**config.mk**
```make
export PLATFORM = sky130hd
export DESIGN_NAME = divider_seq
export DESIGN_NICKNAME = d
export VERILOG_FILES = /design/src/rtl/divider_pkg.sv /design/src/rtl/divider_step.sv /design/src/rtl/divider_seq.sv
export SDC_FILE = /design/constraint.sdc
export NUM_CORES = 1
export LEC_CHECK = 0
export ABC_AREA = 1
export CORE_ASPECT_RATIO = 1.4
export CORE_UTILIZATION = 55
export CTS_CLUSTER_DIAMETER = 30
export DETAILED_ROUTE_END_ITERATION = 12
export PLACE_DENSITY = 0.81
export RECOVER_POWER = 100
export SYNTH_ARGS = -nofsm -noshare
export SYNTH_HDL_FRONTEND = slang
export SYNTH_HIERARCHICAL = 1
export SYNTH_SLANG_ARGS = --single-unit
```
**constraint.sdc**
```tcl
create_clock -name clk_i -period 2.45 [get_ports clk_i]
set_input_delay 0.245 -clock clk_i [delete_from_list [all_inputs] [get_ports clk_i]]
set_output_delay 0.245 -clock clk_i [all_outputs]
set_load 0.02 [all_outputs]
```
**src/rtl/divider_pkg.sv**
```systemverilog
// Shared definitions for the sequential restoring divider.
// State encodings and a ceiling-log2 helper for sizing the iteration counter.
package divider_pkg;

  localparam logic [1:0] ST_IDLE = 2'd0;
  localparam logic [1:0] ST_BUSY = 2'd1;
  localparam logic [1:0] ST_FIX  = 2'd2;
  localparam logic [1:0] ST_DONE = 2'd3;

  typedef enum logic [1:0] {
    IDLE = ST_IDLE,
    BUSY = ST_BUSY,
    FIX  = ST_FIX,
    DONE = ST_DONE
  } state_t;

  // Bits needed to hold 0 .. value-1, never less than one.
  function automatic int clog2(input int value);
    int w;
    int v;
    w = 0;
    v = value - 1;
    while (v > 0) begin
      w++;
      v = v >> 1;
    end
    return (w == 0) ? 1 : w;
  endfunction

endpackage

```
**src/rtl/divider_step.sv**
```systemverilog
// One restoring-division iteration: shift the partial remainder, bring in the next
// dividend bit, trial-subtract the divisor and keep or restore.
module divider_step
  import divider_pkg::*;
#(
  parameter int DATA_WIDTH_2 = 16
) (
  input  logic [DATA_WIDTH_2:0]   part_rem,
  input  logic [DATA_WIDTH_2-1:0] divisor,
  input  logic                    next_bit,
  output logic [DATA_WIDTH_2:0]   next_rem,
  output logic                    quot_bit
);

  logic [DATA_WIDTH_2+1:0] shifted;
  logic [DATA_WIDTH_2+1:0] trial;

  always_comb begin
    shifted  = {part_rem, next_bit};
    trial    = shifted - {2'b00, divisor};
    // A borrow out of the top bit means the divisor did not fit: restore.
    quot_bit = ~trial[DATA_WIDTH_2+1];
    next_rem = quot_bit ? trial[DATA_WIDTH_2:0] : shifted[DATA_WIDTH_2:0];
  end

endmodule

```
**src/rtl/divider_seq.sv**
```systemverilog
// Iterative restoring divider, one quotient bit per clock, valid/ready on both sides.
// Build option DIVIDER_SIGNED_EN: two's-complement operands with a sign-fix cycle.
module divider_seq
  import divider_pkg::*;
#(
  parameter int DATA_WIDTH_1 = 16,
  parameter int DATA_WIDTH_2 = 16
) (
  input  logic                    clk_i,
  input  logic                    rst_n_i,
  input  logic [DATA_WIDTH_1-1:0] data1_i,
  input  logic [DATA_WIDTH_2-1:0] data2_i,
  input  logic                    valid_i,
  output logic                    ready_o,
  output logic [DATA_WIDTH_1-1:0] quot_o,
  output logic [DATA_WIDTH_2-1:0] rem_o,
  output logic                    div_zero_o,
  output logic                    valid_o,
  input  logic                    ready_i
);

  // state | meaning
  // IDLE  | ready_o high, waiting for operands
  // BUSY  | one quotient bit per cycle, counter DATA_WIDTH_1-1 down to 0
  // FIX   | signed build only: apply quotient/remainder signs to magnitudes
  // DONE  | result held; valid_o rises one cycle after entry, left on valid_o&ready_i

  localparam int CNT_W = clog2(DATA_WIDTH_1);

  state_t state_q, state_d;

  logic [CNT_W-1:0]        cnt_q;
  logic [DATA_WIDTH_1-1:0] quot_q;
  logic [DATA_WIDTH_2:0]   rem_q;
  logic [DATA_WIDTH_2-1:0] divisor_q;
  logic                    valid_q;
  logic                    div_zero_q;

  logic                    accept;
  logic                    consume;
  logic                    divisor_zero;
  logic [DATA_WIDTH_2:0]   step_rem;
  logic                    step_bit;
  logic [DATA_WIDTH_1-1:0] dividend_ld;
  logic [DATA_WIDTH_2-1:0] divisor_ld;
  logic [DATA_WIDTH_1-1:0] zero_quot;

  assign ready_o      = (state_q == IDLE);
  assign accept       = valid_i & ready_o;
  assign consume      = valid_q & ready_i;
  assign divisor_zero = (data2_i == '0);

`ifdef DIVIDER_SIGNED_EN
  logic neg_quot_q;
  logic neg_rem_q;

  assign dividend_ld = data1_i[DATA_WIDTH_1-1] ? (~data1_i + 1'b1) : data1_i;
  assign divisor_ld  = data2_i[DATA_WIDTH_2-1] ? (~data2_i + 1'b1) : data2_i;
  assign zero_quot   = data1_i[DATA_WIDTH_1-1] ? DATA_WIDTH_1'(1) : '1;

  always_ff @(posedge clk_i or negedge rst_n_i) begin
    if (!rst_n_i) begin
      neg_quot_q <= 1'b0;
      neg_rem_q  <= 1'b0;
    end else if (accept) begin
      neg_quot_q <= data1_i[DATA_WIDTH_1-1] ^ data2_i[DATA_WIDTH_2-1];
      neg_rem_q  <= data1_i[DATA_WIDTH_1-1];
    end
  end
`else
  assign dividend_ld = data1_i;
  assign divisor_ld  = data2_i;
  assign zero_quot   = '1;
`endif

  divider_step #(
    .DATA_WIDTH_2(DATA_WIDTH_2)
  ) u_step (
    .part_rem(rem_q),
    .divisor (divisor_q),
    .next_bit(quot_q[DATA_WIDTH_1-1]),
    .next_rem(step_rem),
    .quot_bit(step_bit)
  );

  always_ff @(posedge clk_i or negedge rst_n_i) begin
    if (!rst_n_i) state_q <= IDLE;
    else          state_q <= state_d;
  end

  always_comb begin
    state_d = state_q;
    case (state_q)
      IDLE: if (accept) state_d = divisor_zero ? DONE : BUSY;
      BUSY: begin
        if (cnt_q == '0) begin
`ifdef DIVIDER_SIGNED_EN
          state_d = FIX;
`else
          state_d = DONE;
`endif
        end
      end
      FIX:     state_d = DONE;
      DONE:    if (consume) state_d = IDLE;
      default: state_d = IDLE;
    endcase
  end

  // quot_q holds the dividend on accept; quotient bits shift in as dividend bits shift out.
  always_ff @(posedge clk_i or negedge rst_n_i) begin
    if (!rst_n_i) begin
      cnt_q      <= '0;
      quot_q     <= '0;
      rem_q      <= '0;
      divisor_q  <= '0;
      valid_q    <= 1'b0;
      div_zero_q <= 1'b0;
    end else begin
      case (state_q)
        IDLE: begin
          if (accept) begin
            cnt_q      <= CNT_W'(DATA_WIDTH_1 - 1);
            divisor_q  <= divisor_ld;
            div_zero_q <= divisor_zero;
            if (divisor_zero) begin
              quot_q <= zero_quot;
              rem_q  <= {1'b0, DATA_WIDTH_2'(data1_i)};
            end else begin
              quot_q <= dividend_ld;
              rem_q  <= '0;
            end
          end
        end
        BUSY: begin
          quot_q <= {quot_q[DATA_WIDTH_1-2:0], step_bit};
          rem_q  <= step_rem;
          if (cnt_q != '0) cnt_q <= cnt_q - 1'b1;
        end
`ifdef DIVIDER_SIGNED_EN
        FIX: begin
          quot_q <= neg_quot_q ? (~quot_q + 1'b1) : quot_q;
          rem_q  <= {1'b0, neg_rem_q ? (~rem_q[DATA_WIDTH_2-1:0] + 1'b1)
                                     : rem_q[DATA_WIDTH_2-1:0]};
        end
`endif
        DONE: begin
          valid_q <= ~consume;
          if (consume) div_zero_q <= 1'b0;
        end
        default: ;
      endcase
    end
  end

  assign quot_o     = quot_q;
  assign rem_o      = rem_q[DATA_WIDTH_2-1:0];
  assign div_zero_o = div_zero_q;
  assign valid_o    = valid_q;

endmodule

```
Word-level counts from Yosys, hierarchy flattened:

Cells that the tools add are included.

* bits in registers: 57
* bits of input ports: 36
* output and inout port bits: 35

* bitwise operators: 4
* muxes and demuxes: 18
* eq/ne operators: 7
* reduce and logical (&&, ||, !) cells: 11
* add/subtract/negate cells: 2

Operators with widths (count)
* $mux W16: 3
* $mux W17: 2
* $pmux W17 S2: 1
* $pmux W16 S2: 1
* $sub A18 B16 Y18: 1
* $logic_not A16 Y1: 1
* $reduce_and A3 Y1: 3
* $mux W2: 4
* $mux W4: 2
* $pmux W2 S4: 1
* $pmux W4 S2: 1
* $ne A2 B2 Y1 const B: 3
* $eq A2 B2 Y1 const B: 2
* $logic_not A4 Y1: 1
* $reduce_and A2 Y1: 2
* $reduce_bool A2 Y1: 2
* $reduce_bool A4 Y1: 1
* $sub A4 B1 Y4 const B: 1
* $and A1 B1 Y1: 2
* $eq A2 B1 Y1 const B: 1
* $logic_not A2 Y1: 1
* $mux W1: 2
* $ne A2 B1 Y1 const B: 1
* $not A1 Y1: 2
* $pmux W1 S2: 1

Longest topological paths before layout:

Gate-level depths: netlist of run 1.

* depth in word-level cells: 4
* mapped depth: 17
* gate-level depth less buffers: 16

Cells and area by module:

Netlist of run 1, hierarchy kept.

Modules (own cells, without submodules)
* divider_seq: cells each 392, area an instance 3009.1 um^2, times used 1, seq. area each 1426.4 um^2
* divider_step: cells each 299, area an instance 1632.8 um^2, times used 1, seq. area each 0.0 um^2

Worst setup path before layout of run 1:

Ideal clock, no wire load.

* kind: flip-flop to flip-flop
* from: register quot_q[15], in the netlist quot_o[15]
* to: register rem_q[14]
* slack: 0.356 ns
* data arrival time: 1.972 ns
* cell stages (with the launch flop): 16
* required time: 2.328 ns
* clock period less this slack: 2.094 ns
* path buffers: 0
* cell sequence: dfrtp_1 > inv_1 > ha_1 > fa_1 > inv_1 > nand2_1 > nand2_1 > nand3_1 > nand2_1 > nand2_1 > nand3_1 > nand2_1 > nand3_2 > nand2_1 > a21oi_1 > a21oi_1

* cells in the longest elaborated chain, start to end: 3

RTL lines
* start: declaration: line divider_seq.sv:33 `logic [DATA_WIDTH_1-1:0] quot_q;`
* start signal: assignment: line divider_seq.sv:127 `quot_q <= zero_quot;`
* start signal: assignment: line divider_seq.sv:130 `quot_q <= dividend_ld;`
* start signal: assignment: line divider_seq.sv:136 `quot_q <= {quot_q[DATA_WIDTH_1-2:0], step_bit};`
* $sub A18 B16 Y18: line divider_step.sv:20 `trial = shifted - {2'b00, divisor};`
* $mux W17: line divider_step.sv:23 `next_rem = quot_bit ? trial[DATA_WIDTH_2:0] : shifted[DATA_WIDTH_2:0];`
* via step_rem[14]: line divider_seq.sv:42 `logic [DATA_WIDTH_2:0] step_rem;`
* $pmux W17 S2: line divider_seq.sv:120 `case (state_q)`
* end signal: assignment: line divider_seq.sv:128 `rem_q <= {1'b0, DATA_WIDTH_2'(data1_i)};`
* end signal: assignment: line divider_seq.sv:137 `rem_q <= step_rem;`
* end: declaration: line divider_seq.sv:34 `logic [DATA_WIDTH_2:0] rem_q;`

The timed path passes the listed nets, and every way through them passes these cells.
A chain may end at the register's enable or synchronous reset.

Final worst setup path of run 1:

Same ends and word-level chain as after synthesis.

==> results of run 1 <==
## sequential cells by signal, summed over array words and instances, names as in the netlist
register and count:
quot_o 16, valid_o 1, state_q 2, div_zero_o 1, divisor_q 16, rem_q 17, cnt_q 4
## through the flow
step	utilization [%]	hold slack, ns
finish	67.9	0.481
global placement	64.2	0.306
global route	67.9	0.507
floorplan	-	-0.0506
detailed placement	64.2	0.313
CTS	67.7	0.485
## cells by family after synthesis
group	Yosys count
and+or+nand+nor	383
buffers and inverters	137
AOI/OAI and AO/OA	85
DFF	57
adders and majority gates	21
xor gates and xnor gates	8
## worst max path at each step
stage | from | to | slack, ns | depth (start not counted)
after floorplan | quot_o[15] | rem_q[14] | 0.36 | 15
after global placement | quot_o[15] | rem_q[14] | 0.14 | 16
after detailed placement | quot_o[15] | rem_q[10] | 0.12 | 16
after CTS | quot_o[15] | rem_q[10] | 0.07 | 16
after global routing | quot_o[15] | rem_q[10] | 0.007 | 16
final | quot_o[15] | rem_q[14] | 0.16 | 16
## timing repair
action,in CTS,in global routing
setup buffers,0,1
setup endpoints to repair,0,8
hold endpoints to repair,27,0
hold buffers,1,0
resized for setup,0,6
## worst register-to-register path: stages (launching register included)
cell and delay [ns]:
dfrtp_2 0.42, inv_1 0.07, ha_1 0.20, fa_1 0.42, inv_1 0.08, nand2_1 0.05, nand2_1 0.13, nand3_1 0.10
nand2_2 0.11, nand2_1 0.08, nand2_1 0.08, nand2_1 0.05, nand2_1 0.08, nand3_2 0.07, nand2_1 0.06, a21oi_1 0.06
a21oi_1 0.17
## cell type report
type	instances	area, um^2
fillers	733	2620
multi-input cells	498	2560
flip-flops and latches	57	1430
repair buffers	79	777
inverters	97	367
clock buffers	13	260
well taps	102	128
clock inverters	3	15.0
## layer usage
metal / GRT usage, % / wire length [um]
met1: 34.5 / 4870
met2: 48.7 / 6130
met3: 4.94 / 554
met4: 13.3 / 488
met5: 0 / 0
## layout by cell type (no fill, tap or decap), types with 2 or more instances in the layout
cell type,Yosys,routed
buf_4,22,7
and2_1,3,3
ha_1,20,18
nand3_4,3,3
nand2_4,5,3
clkbuf_1,5,3
nand3_2,18,13
clkinv_1,1,2
nand3_1,51,57
dfrtp_1,57,56
nand2_1,200,199
a21oi_1,56,56
nor2_2,2,2
dlygate4sd3_1,0,36
clkbuf_16,0,9
xnor2_1,2,2
nor2_4,4,4
nand4_1,6,6
nand2_2,4,5
clkbuf_8,0,2
o21ai_0,25,25
nor2_1,85,85
inv_2,5,4
nand2_8,0,2
a21oi_2,2,2
clkinv_2,0,3
inv_1,90,90
xor2_1,6,6
clkdlybuf4s50_1,0,34
==> results.cfg, run 1 <==
[run_status]
outcome = finished with violations
violations = capacitance limit, slew limit

[worst_setup_path]
path_delay_family = simple AND/OR/NAND/NOR gates
r2r_slack_ns = 0.16
crit_required_ns = 2.70
critical_path.max_stage_delay_ns = 0.42
crit_type = register to register
cpMostUsedCell = nand2_1
worst-endpoint-arrival_ns = 2.54
cp-end-kind = register
cp_num_buf_inv = 2
crit_slowest_cell = dfrtp_2
crit_fanout = 4
r2r_cells = 16
r2r_end = rem_q[14]
cp-start-kind = register
rr_startpoint = quot_o[15]
cp_cell_sequence = inv_1, ha_1, fa_1, inv_1, nand2_1, nand2_1, nand3_1, nand2_2, nand2_1, nand2_1, nand2_1, nand2_1, nand3_2, nand2_1, a21oi_1, a21oi_1

[sta]
hold_viol = 0
timing.final.ws_setup_ns = 0.158
period_minus_slack_ns = 2.29
max_freq_mhz = 436
maxSlewViolCount = 28
clock_skew_ns = 0.00486
slew_headroom_pct = -7.39
timing.final.crit_share_pct = 93.6
tightest_slew_ns = 1.61
setup_tns_ns = 0
finalSetupViolCount = 0
rsz0062_at_grt = no

[die]
die_h_um = 111
pin_count = 71
start_util_pct = 57.0
die_area_um2 = 8820
die_w_um = 79.6
core_area_um2 = 8150
row_count = 39

[synthesis]
synth_top_area_share_pct = 30.7
ys_seq_elements = 57
synthMuxAreaShare_pct = 0
yosysSeqAreaShare_pct = 30.7
ys.flop_type = dfrtp_1
synth_nets = 748
avgSynthCellArea_um2 = 6.72
synth_most_common_cell = nand2_1
synth_top_family_by_area = simple AND/OR/NAND/NOR gates
ys_top_cells_by_area = dfrtp_1 (31%), nand2_1 (16%), inv_1 (7.3%), nor2_1 (6.9%), a21oi_1 (6.0%)
synthesis.instances = 691
synthAdderAreaFrac_pct = 5.82
synthesis.area_um2 = 4640
async_flop_share_pct = 100
synth-edff-count = 0
ys_top_cells_by_count = nand2_1 (200), inv_1 (90), nor2_1 (85)
ys_types = 32
synth-simple-area-share_pct = 38.0
synth_compound_area_share_pct = 9.57
yosys.area_share.xor_xnor_pct = 1.51
synth_warnings = 6
synth_top_area_cell = dfrtp_1

[finish]
fin_cells = 849
num_antenna_cells = 0
drive_above_1_share_pct = 8.84
finalNetCount = 799
final_cell_area_um2 = 5530
syn2layout_area_growth_pct = 19.1

[min_path]
min_from = divisor_q[7]
hold_path_depth = 2
min_path_type = register to register
holdPathEnd = divisor_q[7]

[routing]
wl_um = 12000
dr.pass1.iters = 5
vias = 4492
drt_drc_violations_left = 0
ant_nets = 0
wl_per_cell_um = 14.2
drt_iter0_markers = 251
drt-vias-per-instance = 5.29

[place]
place_area_um2 = 5230
io_buffers = 70
dp_cells = 830
gp_congestion = 0.891
dp_slack_ns = 0.118
dp_hpwl_um = 9140

[job]
cap_violations = 1

[global_routing]
antenna_found_initial = 0
grt_pass1_wl_um = 19600
gr-total-overflow = 0
grt_pass1_vias = 4339
grt_use_total_pct = 28.7
grt_max_degree = 70

[clock_network]
clkTransAtPathRegs_ns = 0.05
htreeDepth = 3
cts-root-buf = clkbuf_16
cts_sinks = 57
clock_latency_ns = 0.33
cts_tree = done
cts_buffer_depth = 2
numCtsBuffers = 9
Power of run 1 is left out: the tool's default activity adds up to more than one toggle a clock period on the data nets, which glitch-free logic cannot reach.
==> inputs of run 2 (changes only) <==
--- a/config.mk
+++ b/config.mk
@@ -8,7 +8,6 @@
 export ABC_AREA = 1
 export CORE_ASPECT_RATIO = 1.4
 export CORE_UTILIZATION = 55
-export CTS_CLUSTER_DIAMETER = 30
 export DETAILED_ROUTE_END_ITERATION = 12
 export PLACE_DENSITY = 0.81
 export RECOVER_POWER = 100
==> results of run 2 <==
No change in the layout: final DEF, timing and power equal those of run 1.
Power of run 2 is left out for the same reason.
